===== src/rtl/seq_penc_pkg.sv =====
// -----------------------------------------------------------------------------
// seq_penc_pkg
// Shared definitions for the sequential priority encoder:
//   - state_t      : FSM state encoding (IDLE, SCAN)
//   - DEFAULT_N    : default request-vector width (16)
//   - POP_MAX_W    : widest vector the popcount helper accepts
//   - pop_is_one() : true when exactly one bit of the argument is set
// -----------------------------------------------------------------------------
package seq_penc_pkg;

    typedef enum logic {
        IDLE = 1'b0,
        SCAN = 1'b1
    } state_t;

    localparam int DEFAULT_N = 16;

    // Callers zero-extend their vector to this width, so N is limited to 64.
    localparam int POP_MAX_W = 64;

    // Exactly one bit set: nonzero, and clearing the lowest set bit leaves zero.
    function automatic logic pop_is_one(input logic [POP_MAX_W-1:0] v);
        return (v != '0) && ((v & (v - 64'd1)) == '0);
    endfunction

endpackage


===== src/rtl/pri_enc.sv =====
// -----------------------------------------------------------------------------
// pri_enc
// Combinational N-bit priority encoder.
//   vec : request vector, bit i requests index i
//   idx : index of the winning set bit (0 when vec is all-zero)
//   any : at least one bit of vec is set
// Direction: highest set index wins by default; with SEQ_PENC_LSB_FIRST_EN
// defined the lowest set index wins.
// -----------------------------------------------------------------------------
module pri_enc #(
    parameter  int N     = 16,
    localparam int IDX_W = $clog2(N)
) (
    input  logic [N-1:0]     vec,
    output logic [IDX_W-1:0] idx,
    output logic             any
);

    always_comb begin
        idx = '0;
        any = |vec;
`ifdef SEQ_PENC_LSB_FIRST_EN
        // Scan downward so the last hit, the lowest set index, wins.
        for (int i = N - 1; i >= 0; i--) begin
            if (vec[i]) idx = IDX_W'(i);
        end
`else
        // Scan upward so the last hit, the highest set index, wins.
        for (int i = 0; i < N; i++) begin
            if (vec[i]) idx = IDX_W'(i);
        end
`endif
    end

endmodule


===== src/rtl/seq_priority_encoder.sv =====
// -----------------------------------------------------------------------------
// seq_priority_encoder
// Accepts an N-bit request vector and emits the index of every set bit, one
// index per accepted output beat, in priority order. All-zero vectors are
// consumed and flagged with a one-cycle zero_err pulse.
//
// Ports:
//   clk        : clock, rising edge
//   rst        : asynchronous active-high reset
//   in_valid   : producer presents a vector on in
//   in_ready   : block can capture a vector (IDLE only)
//   in         : request vector, bit i requests index i
//   out_valid  : out holds a valid index (SCAN only)
//   out_ready  : consumer accepts out this cycle
//   out        : highest-priority pending index
//   out_last   : out is the final index of the current vector
//   zero_err   : one-cycle pulse after an all-zero vector was accepted
//
// Configuration macro: SEQ_PENC_LSB_FIRST_EN selects lowest-index-first
// ordering (default is highest-index-first). Only the direction changes.
// -----------------------------------------------------------------------------
module seq_priority_encoder
    import seq_penc_pkg::*;
#(
    parameter  int N     = DEFAULT_N,
    localparam int IDX_W = $clog2(N)
) (
    input  logic             clk,
    input  logic             rst,
    input  logic             in_valid,
    output logic             in_ready,
    input  logic [N-1:0]     in,
    output logic             out_valid,
    input  logic             out_ready,
    output logic [IDX_W-1:0] out,
    output logic             out_last,
    output logic             zero_err
);

    state_t         state_q,     state_d;
    logic [N-1:0]   pend_q,      pend_d;
    logic           out_valid_q, out_valid_d;
    logic           in_ready_q,  in_ready_d;
    logic           zero_err_q,  zero_err_d;

    logic [IDX_W-1:0] enc_idx;
    logic             enc_any;
    logic             last_beat;
    logic [N-1:0]     clr_mask;

    pri_enc #(.N(N)) u_pri_enc (
        .vec (pend_q),
        .idx (enc_idx),
        .any (enc_any)
    );

    // pend is cleared on the final handshake, so in IDLE the encoder sees
    // zero and out/out_last read 0 without extra gating.
    assign last_beat = enc_any & pop_is_one(POP_MAX_W'(pend_q));

    always_comb begin
        state_d     = state_q;
        pend_d      = pend_q;
        zero_err_d  = 1'b0;
        clr_mask    = '0;
        clr_mask[enc_idx] = 1'b1;

        case (state_q)
            IDLE: begin
                if (in_valid) begin
                    if (|in) begin
                        pend_d  = in;
                        state_d = SCAN;
                    end else begin
                        zero_err_d = 1'b1;
                    end
                end
            end
            SCAN: begin
                if (out_ready) begin
                    pend_d = pend_q & ~clr_mask;
                    if (last_beat) state_d = IDLE;
                end
            end
            default: begin
                state_d = IDLE;
                pend_d  = '0;
            end
        endcase

        // Handshake flags are registered copies of the next state, so neither
        // out_ready nor in_valid reaches any output combinationally.
        out_valid_d = (state_d == SCAN);
        in_ready_d  = (state_d == IDLE);
    end

    always_ff @(posedge clk or posedge rst) begin
        if (rst) begin
            state_q     <= IDLE;
            pend_q      <= '0;
            out_valid_q <= 1'b0;
            in_ready_q  <= 1'b1;
            zero_err_q  <= 1'b0;
        end else begin
            state_q     <= state_d;
            pend_q      <= pend_d;
            out_valid_q <= out_valid_d;
            in_ready_q  <= in_ready_d;
            zero_err_q  <= zero_err_d;
        end
    end

    assign in_ready  = in_ready_q;
    assign out_valid = out_valid_q;
    assign out       = enc_idx;
    assign out_last  = last_beat;
    assign zero_err  = zero_err_q;

endmodule


===== config.mk =====
export PLATFORM = sky130hd
export DESIGN_NAME = seq_priority_encoder
export DESIGN_NICKNAME = d
export VERILOG_FILES = /design/src/rtl/seq_penc_pkg.sv /design/src/rtl/pri_enc.sv /design/src/rtl/seq_priority_encoder.sv
export SDC_FILE = /design/constraint.sdc
export NUM_CORES = 1
export LEC_CHECK = 0
export BUFFER_PORTS_ARGS = -buffer_cell sky130_fd_sc_hd__buf_2
export CAP_MARGIN = 20
export CORE_MARGIN = 2
export CORE_UTILIZATION = 57
export DETAILED_ROUTE_END_ITERATION = 10
export PLACE_DENSITY = 0.83
export SYNTH_ARGS = -nofsm -noshare
export SYNTH_HDL_FRONTEND = slang
export SYNTH_HIERARCHICAL = 1
export SYNTH_SLANG_ARGS = --single-unit

===== constraint.sdc =====
create_clock -name clk -period 6.5 [get_ports clk]
set_input_delay 0.325 -clock clk [delete_from_list [all_inputs] [get_ports clk]]
set_output_delay 0.325 -clock clk [all_outputs]
set_load 0.01 [all_outputs]

Yosys cells after proc, flatten, opt, wreduce, memory -nomap -nowiden
Cells that the tools add are included.
{"block": "totals", "latchBits": 0, "in_bits": 20, "romBits": 0, "ram_bits": 0, "output_inout_bits": 8, "register_bits": 19, "memories": 0}
{"block": "classes", "eq_ne": 3, "n_reduce_logical": 7, "bitwise": 6, "order_cmp": 2, "mux": 29, "div": 0, "multipliers": 0, "addsub": 1, "shift": 0}
{"cell": "16-bit by 64-bit AND with 64-bit output", "count": 1}
{"cell": "64-bit logical NOT", "count": 1}
{"cell": "16-bit two-way mux", "count": 3}
{"cell": "4-bit two-way mux", "count": 8}
{"cell": "16-bit case mux with 2 select lines", "count": 1}
{"cell": "16-bit OR reduction", "count": 2}
{"cell": "16-bit by 1-bit subtractor with 17-bit output (second input constant)", "count": 1}
{"cell": "16-bit AND", "count": 1}
{"cell": "16-bit inverter", "count": 1}
{"cell": "16-bit nonzero test", "count": 1}
{"cell": "3-bit two-way mux", "count": 4}
{"cell": "1-bit two-way mux", "count": 9}
{"cell": "2-bit inequality test (second input constant)", "count": 3}
{"cell": "4-bit by 5-bit < comparator with 1-bit output (second input constant)", "count": 1}
{"cell": "1-bit demux with 4-bit select", "count": 1}
{"cell": "4-bit by 1-bit >= comparator with 1-bit output (second input constant)", "count": 1}
{"cell": "2-bit two-way mux", "count": 2}
{"cell": "3-bit AND reduction", "count": 1}
{"cell": "1-bit logical AND", "count": 2}
{"cell": "1-bit inverter", "count": 2}
{"cell": "1-bit case mux with 2 select lines", "count": 1}
{"cell": "1-bit AND", "count": 1}

Depth between registers and ports, before layout
Gate-level depths: netlist (run 1).
{"block": "depth", "word_depth": 23, "mapped_depth": 7, "depth_no_buf": 7}

Modules after synthesis
Netlist (run 1), hierarchy kept.
{"mod": "seq_priority_encoder", "cells_per_inst": 127, "instances": 1, "area_per_inst_um2": 1111.1, "seq_area_each_um2": 476.7}
{"mod": "pri_enc", "cells_per_inst": 28, "instances": 1, "area_per_inst_um2": 170.2, "seq_area_each_um2": 0.0}

Worst setup path before layout (run 1)
OpenSTA, ideal clock, no wires.
{"block": "synth_path", "path_kind": "register -> output", "from": "register pend_q[4]", "to": "output out_last", "slack_ns": 4.150, "path_buffers": 0, "path_stages_with_launch": 6, "t_required_ns": 6.175, "t_arrival_ns": 2.025, "path_cell_list": "dfrtp_1 or4_4 or4_1 o22ai_1 o2111a_1 and3_1"}
{"block": "synth_between", "elab_chain_len": 5, "elab_cells_between_ends": 7, "cone_classes": "add/sub (1); bitwise (2); reduce/logical (4)"}
{"element": "from (decl)", "line": "seq_priority_encoder.sv:41", "text": "logic [N-1:0] pend_q, pend_d;"}
{"element": "from (signal assigned)", "line": "seq_priority_encoder.sv:106", "text": "pend_q <= pend_d;"}
{"element": "16-bit by 1-bit subtractor with 17-bit output", "line": "seq_penc_pkg.sv:23", "text": "return (v != '0) && ((v & (v - 64'd1)) == '0);"}
{"element": "16-bit by 64-bit AND with 64-bit output", "line": "seq_penc_pkg.sv:23"}
{"element": "64-bit logical NOT", "line": "seq_penc_pkg.sv:23"}
{"element": "1-bit logical AND", "line": "seq_penc_pkg.sv:23"}
{"element": "1-bit AND *", "line": "seq_priority_encoder.sv:59", "text": "assign last_beat = enc_any & pop_is_one(POP_MAX_W'(pend_q));"}
{"element": "to (decl)", "line": "seq_priority_encoder.sv:36", "text": "output logic out_last,"}
Mark *: on every way between the ends. The rest lies on a longest branch, timed or not.

Worst setup path after layout (run 1)
Same ends and word-level chain as after synthesis.

==> results.py, run 1 <==
metrics = {
    "pwr": {
        "power_per_cell_area_mw_per_mm2": 491,
        "clockPowerShare_pct": 8.5,
        "netSwitchingPower_uw": 363,
        "static-leakage-power_nw": 0.618,
        "power.total_uw": 726,
        "power.ir.vdd_worst_mv": 0.329,
        "p_comb_share_pct": 55.6,
        "power.switching_fraction_pct": 50.0,
        "seq_power_share_pct": 35.9,
        "p_int_uw": 363,
    },
    "cts": {
        "root_cell_of_the_clock_tree": "sky130_fd_sc_hd__clkbuf_4",
        "h_tree_levels": 1,
        "tritoncts": "done",
        "bufs_on_longest_clock_path": 2,
        "post_cts.resized_instances": 0,
        "cts_sinks": 19,
        "worstSkewPairLatency_ps": 310,
        "cts_made_buffers": 3,
        "worst_path_clk_slew_ps": 110,
        "cts_hold_buf": 0,
        "postCtsSetupRepairBufs": 0,
    },
    "floorplan": {
        "row_count": 17,
        "io-pin-count": 28,
        "die_w_um": 51.4,
        "core_area_mm2": 0.00217,
        "die_outline_area_mm2": 0.00264,
        "die_h_um": 51.4,
        "effective_utilization_at_floorplan_pct": 59.1,
    },
    "global_route": {
        "wire_length_of_the_first_global_routing_pass_mm": 5.80,
        "track_usage_pct": 29.7,
        "overflow": 0,
        "grt_max_degree": 32,
        "antenna_violations_before_repair": 0,
        "first_global_vias": 1251,
    },
    "detailed_routing": {
        "drt-total-wl_mm": 3.31,
        "vias": 1346,
        "dr.pass1.iters": 4,
        "dr.first_iter.drc_count": 54,
        "ant_nets": 0,
        "detail_route.drc_violations": 0,
        "route.detailed.vias_per_inst": 6.38,
        "avgRoutedWirePerCell_um": 15.7,
    },
    "sta": {
        "finalCritPeriodShare_pct": 44.4,
        "final.min_clock_period_ps": 2890,
        "finalHoldViolations": 0,
        "fin_tns_setup_ps": 0,
        "setup_viol_count_final": 0,
        "timing.final.max_slew_violations": 0,
        "holdWs_ps": 107,
        "finalClockSkew_ps": 5.27,
        "max_freq_mhz": 346,
        "setup_repair_after_global_routing_missed_its_margin": "false",
        "tightest_slew_ps": 773,
        "max_slew_margin_pct": 48.3,
        "postLayoutSetupSlackWorst_ps": 3610,
    },
    "setup_path": {
        "r2r-end": "pend_q[3]",
        "end_kind": "primary output",
        "critical_path.top_delay_family": "simple AND/OR/NAND/NOR gates",
        "critical_path.endpoint": "out_last",
        "r2r-start": "pend_q[2]",
        "cp_data_required_time_ps": 6170,
        "timing.critical_path.arrival_ps": 2560,
        "crit_slowest_cell": "sky130_fd_sc_hd__or4_4",
        "crit_path_start_kind": "flop",
        "path_depth": 6,
        "timing.reg2reg.setup_slack_ps": 4170,
        "path_buf_inv": 1,
        "worst_setup_path_startpoint": "pend_q[4]",
        "critical_path.max_stage_delay_ps": 610,
        "crit_chain": "or4_4, or4_1, o22ai_1, o2111a_1, and3_1, buf_2",
        "worst_reg2reg_path_length_in_cells": 6,
        "worstPathMaxFanout": 7,
        "worst-setup-path-type": "flop to primary output",
    },
    "synthesis": {
        "synthFlopType": "sky130_fd_sc_hd__dfrtp_1",
        "synthesis.area_mm2": 0.00128,
        "syn_area_per_cell_um2": 8.27,
        "synth-warning-count": 6,
        "synth-async-reset-ratio_pct": 100,
        "synth.yosys.seq_area_share_pct": 37.2,
        "postSynthRegisterBits": 19,
        "synth-edff-count": 0,
        "synth_cell_types": 44,
        "mappedNetlistNets": 175,
        "syn_inst": 155,
    },
    "placement": {
        "place_ws_ps": 3960,
        "placement.io_buffers": 27,
        "detailed_place_hpwl_mm": 2.53,
        "gpl.final_weighted_congestion": 0.850,
        "dpl.cell_count": 207,
    },
    "worst_hold_path": {
        "hold_class": "primary input to asynchronous set/reset pin",
    },
    "layout": {
        "syn2layout_area_growth_pct": 15.4,
        "number_of_nets_at_the_end_of_the_flow": 204,
        "post_layout_nonfiller_instances": 211,
        "final_common_cell": "sky130_fd_sc_hd__o21ai_0",
        "drive_gt1_share_pct": 24.0,
        "final_cell_mix": "sky130_fd_sc_hd__o21ai_0 (29), sky130_fd_sc_hd__buf_2 (27), sky130_fd_sc_hd__nand2_1 (19)",
        "antenna-diode-count": 0,
    },
    "run": {
        "cap_violations": 0,
    },
    "run_status": {
        "outcome": "complete, no violations",
    },
}
## power by group through the flow
stage | logic (mW) | registers (mW) | clock network, mW
2_1_floorplan | 0.305 | 0.232 | 0
3_3_place_gp | 0.381 | 0.254 | 0
3_5_place_dp | 0.394 | 0.260 | 0
4_1_cts | 0.398 | 0.258 | 0.0611
5_1_grt | 0.459 | 0.270 | 0.0667
6_report | 0.404 | 0.261 | 0.0614
## final cells by class
type                       instances  area [um^2]
fill                             185          691
timing repair buffer              28          143
tap                               28         35.0
inverter                           5         18.8
sequential                        19          477
clock inverter                     1         5.00
multi-input combinational        127          778
clock buffer                       3         22.5
## cells in the mapped netlist (2+ instances only)
cell	n	share of area [%]
sky130_fd_sc_hd__a21o_1	2	1.2
sky130_fd_sc_hd__clkbuf_1	3	0.88
sky130_fd_sc_hd__nand4b_1	2	1.4
sky130_fd_sc_hd__o31ai_1	4	2.3
sky130_fd_sc_hd__nand2b_1	7	3.4
sky130_fd_sc_hd__nand2_1	19	5.6
sky130_fd_sc_hd__or4_1	2	1.2
sky130_fd_sc_hd__a22o_1	4	2.7
sky130_fd_sc_hd__o21ai_0	29	11
sky130_fd_sc_hd__nor4_1	5	2.4
sky130_fd_sc_hd__nand4_1	2	0.98
sky130_fd_sc_hd__nor2_1	17	5.0
sky130_fd_sc_hd__nand3_1	4	1.6
sky130_fd_sc_hd__inv_1	5	1.5
sky130_fd_sc_hd__or2_2	2	0.98
sky130_fd_sc_hd__a31oi_1	2	0.98
sky130_fd_sc_hd__dfrtp_1	18	35
sky130_fd_sc_hd__a21oi_1	2	0.78
## per-layer routing
layer  wire, um  track usage, %  vias up
met1       1450            41.7      617
met2       1550            43.8       70
met5          0               0        -
met3        217            4.68        9
met4         93            15.4        0
li1           -               -      650
## through the flow
step,utilization (%),area (um^2)
after CTS,68.2,1480
after global placement,66.9,1450
after global routing,68.2,1480
after detailed placement,66.9,1450
final,68.2,1480
after floorplan,-,1280
## registers in the layout (all words and copies together) (netlist names)
| signal | flops |
|---|---|
| in_ready | 1 |
| out_valid | 1 |
| pend_q | 16 |
| zero_err | 1 |
## cells by family (layout without fill, tap and decap cells)
| family | Yosys count | count (layout) | share of synthesized area (%) |
|---|---|---|---|
| buffers and inverters | 9 | 37 | 2.64 |
| adder cells (fa/ha/maj) | 1 | 1 | 0.781 |
| AO/OA/AOI/OAI | 55 | 55 | 28.4 |
| flip-flops | 19 | 19 | 37.2 |
| AND/OR/NAND/NOR | 71 | 71 | 31.0 |
## worst min path at each step
stage,end,slack [ps],cells past startpoint
global route,pend_q[12],170,2
detailed placement,pend_q[6],470,2
CTS,pend_q[13],130,2
global placement,pend_q[1],450,2
finish,pend_q[15],110,2
floorplan,out_valid,280,1
(Power assumes the default switching activity.)
==> run 2: changes to the inputs <==
CORE_UTILIZATION = 53   (was 57)
PLACE_DENSITY = 0.78   (was 0.83)
clock period = 3 ns   (was 6.5 ns; I/O delays follow)
==> results.py, run 2 (synthesized netlist as in run 1, its figures left out) <==
metrics = {
    "layout": {
        "multiInputGateArea_um2": 778,
        "final_core_utilization_pct": 66.0,
        "largest-register": "pend_q",
        "number_of_nets_at_the_end_of_the_flow": 205,
        "final_common_cell": "sky130_fd_sc_hd__o21ai_0",
        "antenna-diode-count": 0,
        "largest_reg_flops": 16,
        "seqCellArea_um2": 477,
        "syn2layout_area_growth_pct": 16.1,
        "drive_gt1_share_pct": 23.4,
        "final_cell_mix": "sky130_fd_sc_hd__o21ai_0 (29), sky130_fd_sc_hd__buf_2 (27), sky130_fd_sc_hd__nand2_1 (19)",
        "layout.filler_cells": 209,
    },
    "placement": {
        "gpl.final_weighted_congestion": 0.812,
        "detailed_place_hpwl_mm": 2.60,
        "placement.io_buffers": 27,
        "place_ws_ps": 653,
    },
    "pwr": {
        "power.ir.vdd_worst_mv": 0.653,
        "power_per_cell_area_mw_per_mm2": 1050,
        "static-leakage-power_nw": 0.619,
    },
    "sta": {
        "tightest_slew_ps": 719,
        "setup_repair_after_global_routing_missed_its_margin": "false",
        "finalClockSkew_ps": 0.686,
        "max_freq_mhz": 372,
        "max_slew_margin_pct": 52.0,
        "finalHoldViolations": 0,
        "final.min_clock_period_ps": 2690,
        "setup_viol_count_final": 0,
        "finalCritPeriodShare_pct": 89.6,
        "fin_tns_setup_ps": 0,
        "timing.final.max_slew_violations": 0,
        "postLayoutSetupSlackWorst_ps": 312,
    },
    "floorplan": {
        "io-pin-count": 28,
        "die_w_um": 53.2,
        "effective_utilization_at_floorplan_pct": 56.8,
        "die_h_um": 53.2,
        "core_area_mm2": 0.00225,
        "die_outline_area_mm2": 0.00283,
        "row_count": 17,
    },
    "global_route": {
        "wire_length_of_the_first_global_routing_pass_mm": 5.47,
        "overflow": 0,
        "first_global_vias": 1194,
        "track_usage_pct": 27.0,
        "grt_max_degree": 25,
        "antenna_violations_before_repair": 0,
    },
    "cts": {
        "cts_made_buffers": 3,
        "post_cts.resized_instances": 0,
        "tritoncts": "done",
        "root_cell_of_the_clock_tree": "sky130_fd_sc_hd__clkbuf_4",
        "worstSkewPairLatency_ps": 290,
        "bufs_on_longest_clock_path": 2,
        "cts_sinks": 19,
        "cts_hold_buf": 1,
        "worst_path_clk_slew_ps": 100,
        "h_tree_levels": 1,
        "postCtsSetupRepairBufs": 0,
    },
    "setup_path": {
        "cp_data_required_time_ps": 2850,
        "crit_path_start_kind": "flop",
        "crit_slowest_cell": "sky130_fd_sc_hd__or4_4",
        "timing.critical_path.arrival_ps": 2540,
        "worst-setup-path-type": "flop to primary output",
        "crit_chain": "or4_4, or4_1, o22ai_1, o2111a_1, and3_1, buf_2",
        "critical_path.max_stage_delay_ps": 610,
        "end_kind": "primary output",
        "worstPathMaxFanout": 7,
    },
    "detailed_routing": {
        "vias": 1352,
        "dr.first_iter.drc_count": 39,
        "route.detailed.vias_per_inst": 6.38,
        "avgRoutedWirePerCell_um": 15.8,
        "drt-total-wl_mm": 3.35,
        "detail_route.drc_violations": 0,
        "dr.pass1.iters": 4,
        "ant_nets": 0,
    },
    "worst_hold_path": {
        "hold_class": "primary input to flop",
    },
    "run_status": {
        "outcome": "complete, no violations",
    },
    "run": {
        "cap_violations": 0,
    },
}
-- run 2: cell types whose count changed in the layout (fill, tap and decap cells not counted) --
cell,previous run,this run
sky130_fd_sc_hd__clkinv_2,1,0
sky130_fd_sc_hd__dlygate4sd3_1,0,1
sky130_fd_sc_hd__clkbuf_1,0,1
-- run 2: routing by layer --
layer  share of wire (%)  vias to the layer above  track usage [%]
li1                    -                      643                -
met1                  42                      632             36.6
met2                  48                       67             42.5
met3                 7.4                       10             3.67
met4                 2.6                        0             12.4
met5                   0                        -                0
-- run 2: final timing paths --
| kind | startpoint | endpoint | slack (ps) | depth (start not counted) |
|---|---|---|---|---|
| setup / recovery | pend_q[4] | out_last | 310 | 6 |
| hold / removal | in[13] | pend_q[13] | 70 | 3 |
| setup reg to reg | pend_q[2] | pend_q[15] | 720 | 6 |
| hold reg to reg | pend_q[1] | pend_q[1] | 660 | 2 |
| max in group asynchronous | rst | pend_q[8] | 2050 | 3 |
| min in group asynchronous | rst | pend_q[0] | 500 | 3 |
-- run 2: layout make-up --
| cell class | count | area share (%) |
|---|---|---|
| Clock buffer | 4 | 1.77 |
| Tap cell | 28 | 2.35 |
| Inverter | 5 | 1.26 |
| Timing Repair Buffer | 29 | 10.3 |
| Sequential cell | 19 | 32.0 |
| Multi-Input combinational cell | 127 | 52.3 |
-- run 2: worst max-delay path, delay by kind of cell, from the launching register on --
kind / cells / cell delay [ps]
compound gates: 2 / 400
flops: 1 / 470
buf+inv: 1 / 120
simple gates: 3 / 1260
-- run 2: metrics by stage --
stage / cells / hold slack [ps] / power, mW / area [um^2]
after floorplan: 155 / 100 / 1.16 / 1280
after global placement: 207 / 294 / 1.38 / 1450
after detailed placement: 207 / 304 / 1.42 / 1450
after CTS: 212 / 59.9 / 1.55 / 1490
after global routing: 212 / 86.8 / 1.71 / 1490
final: 212 / 70.2 / 1.57 / 1490
-- run 2: report_power, final --
group / switching [mW] / internal, mW / total (mW)
Sequential: 0.207 / 0.363 / 0.570
Combinational: 0.495 / 0.373 / 0.868
Clock: 0.0776 / 0.0518 / 0.129
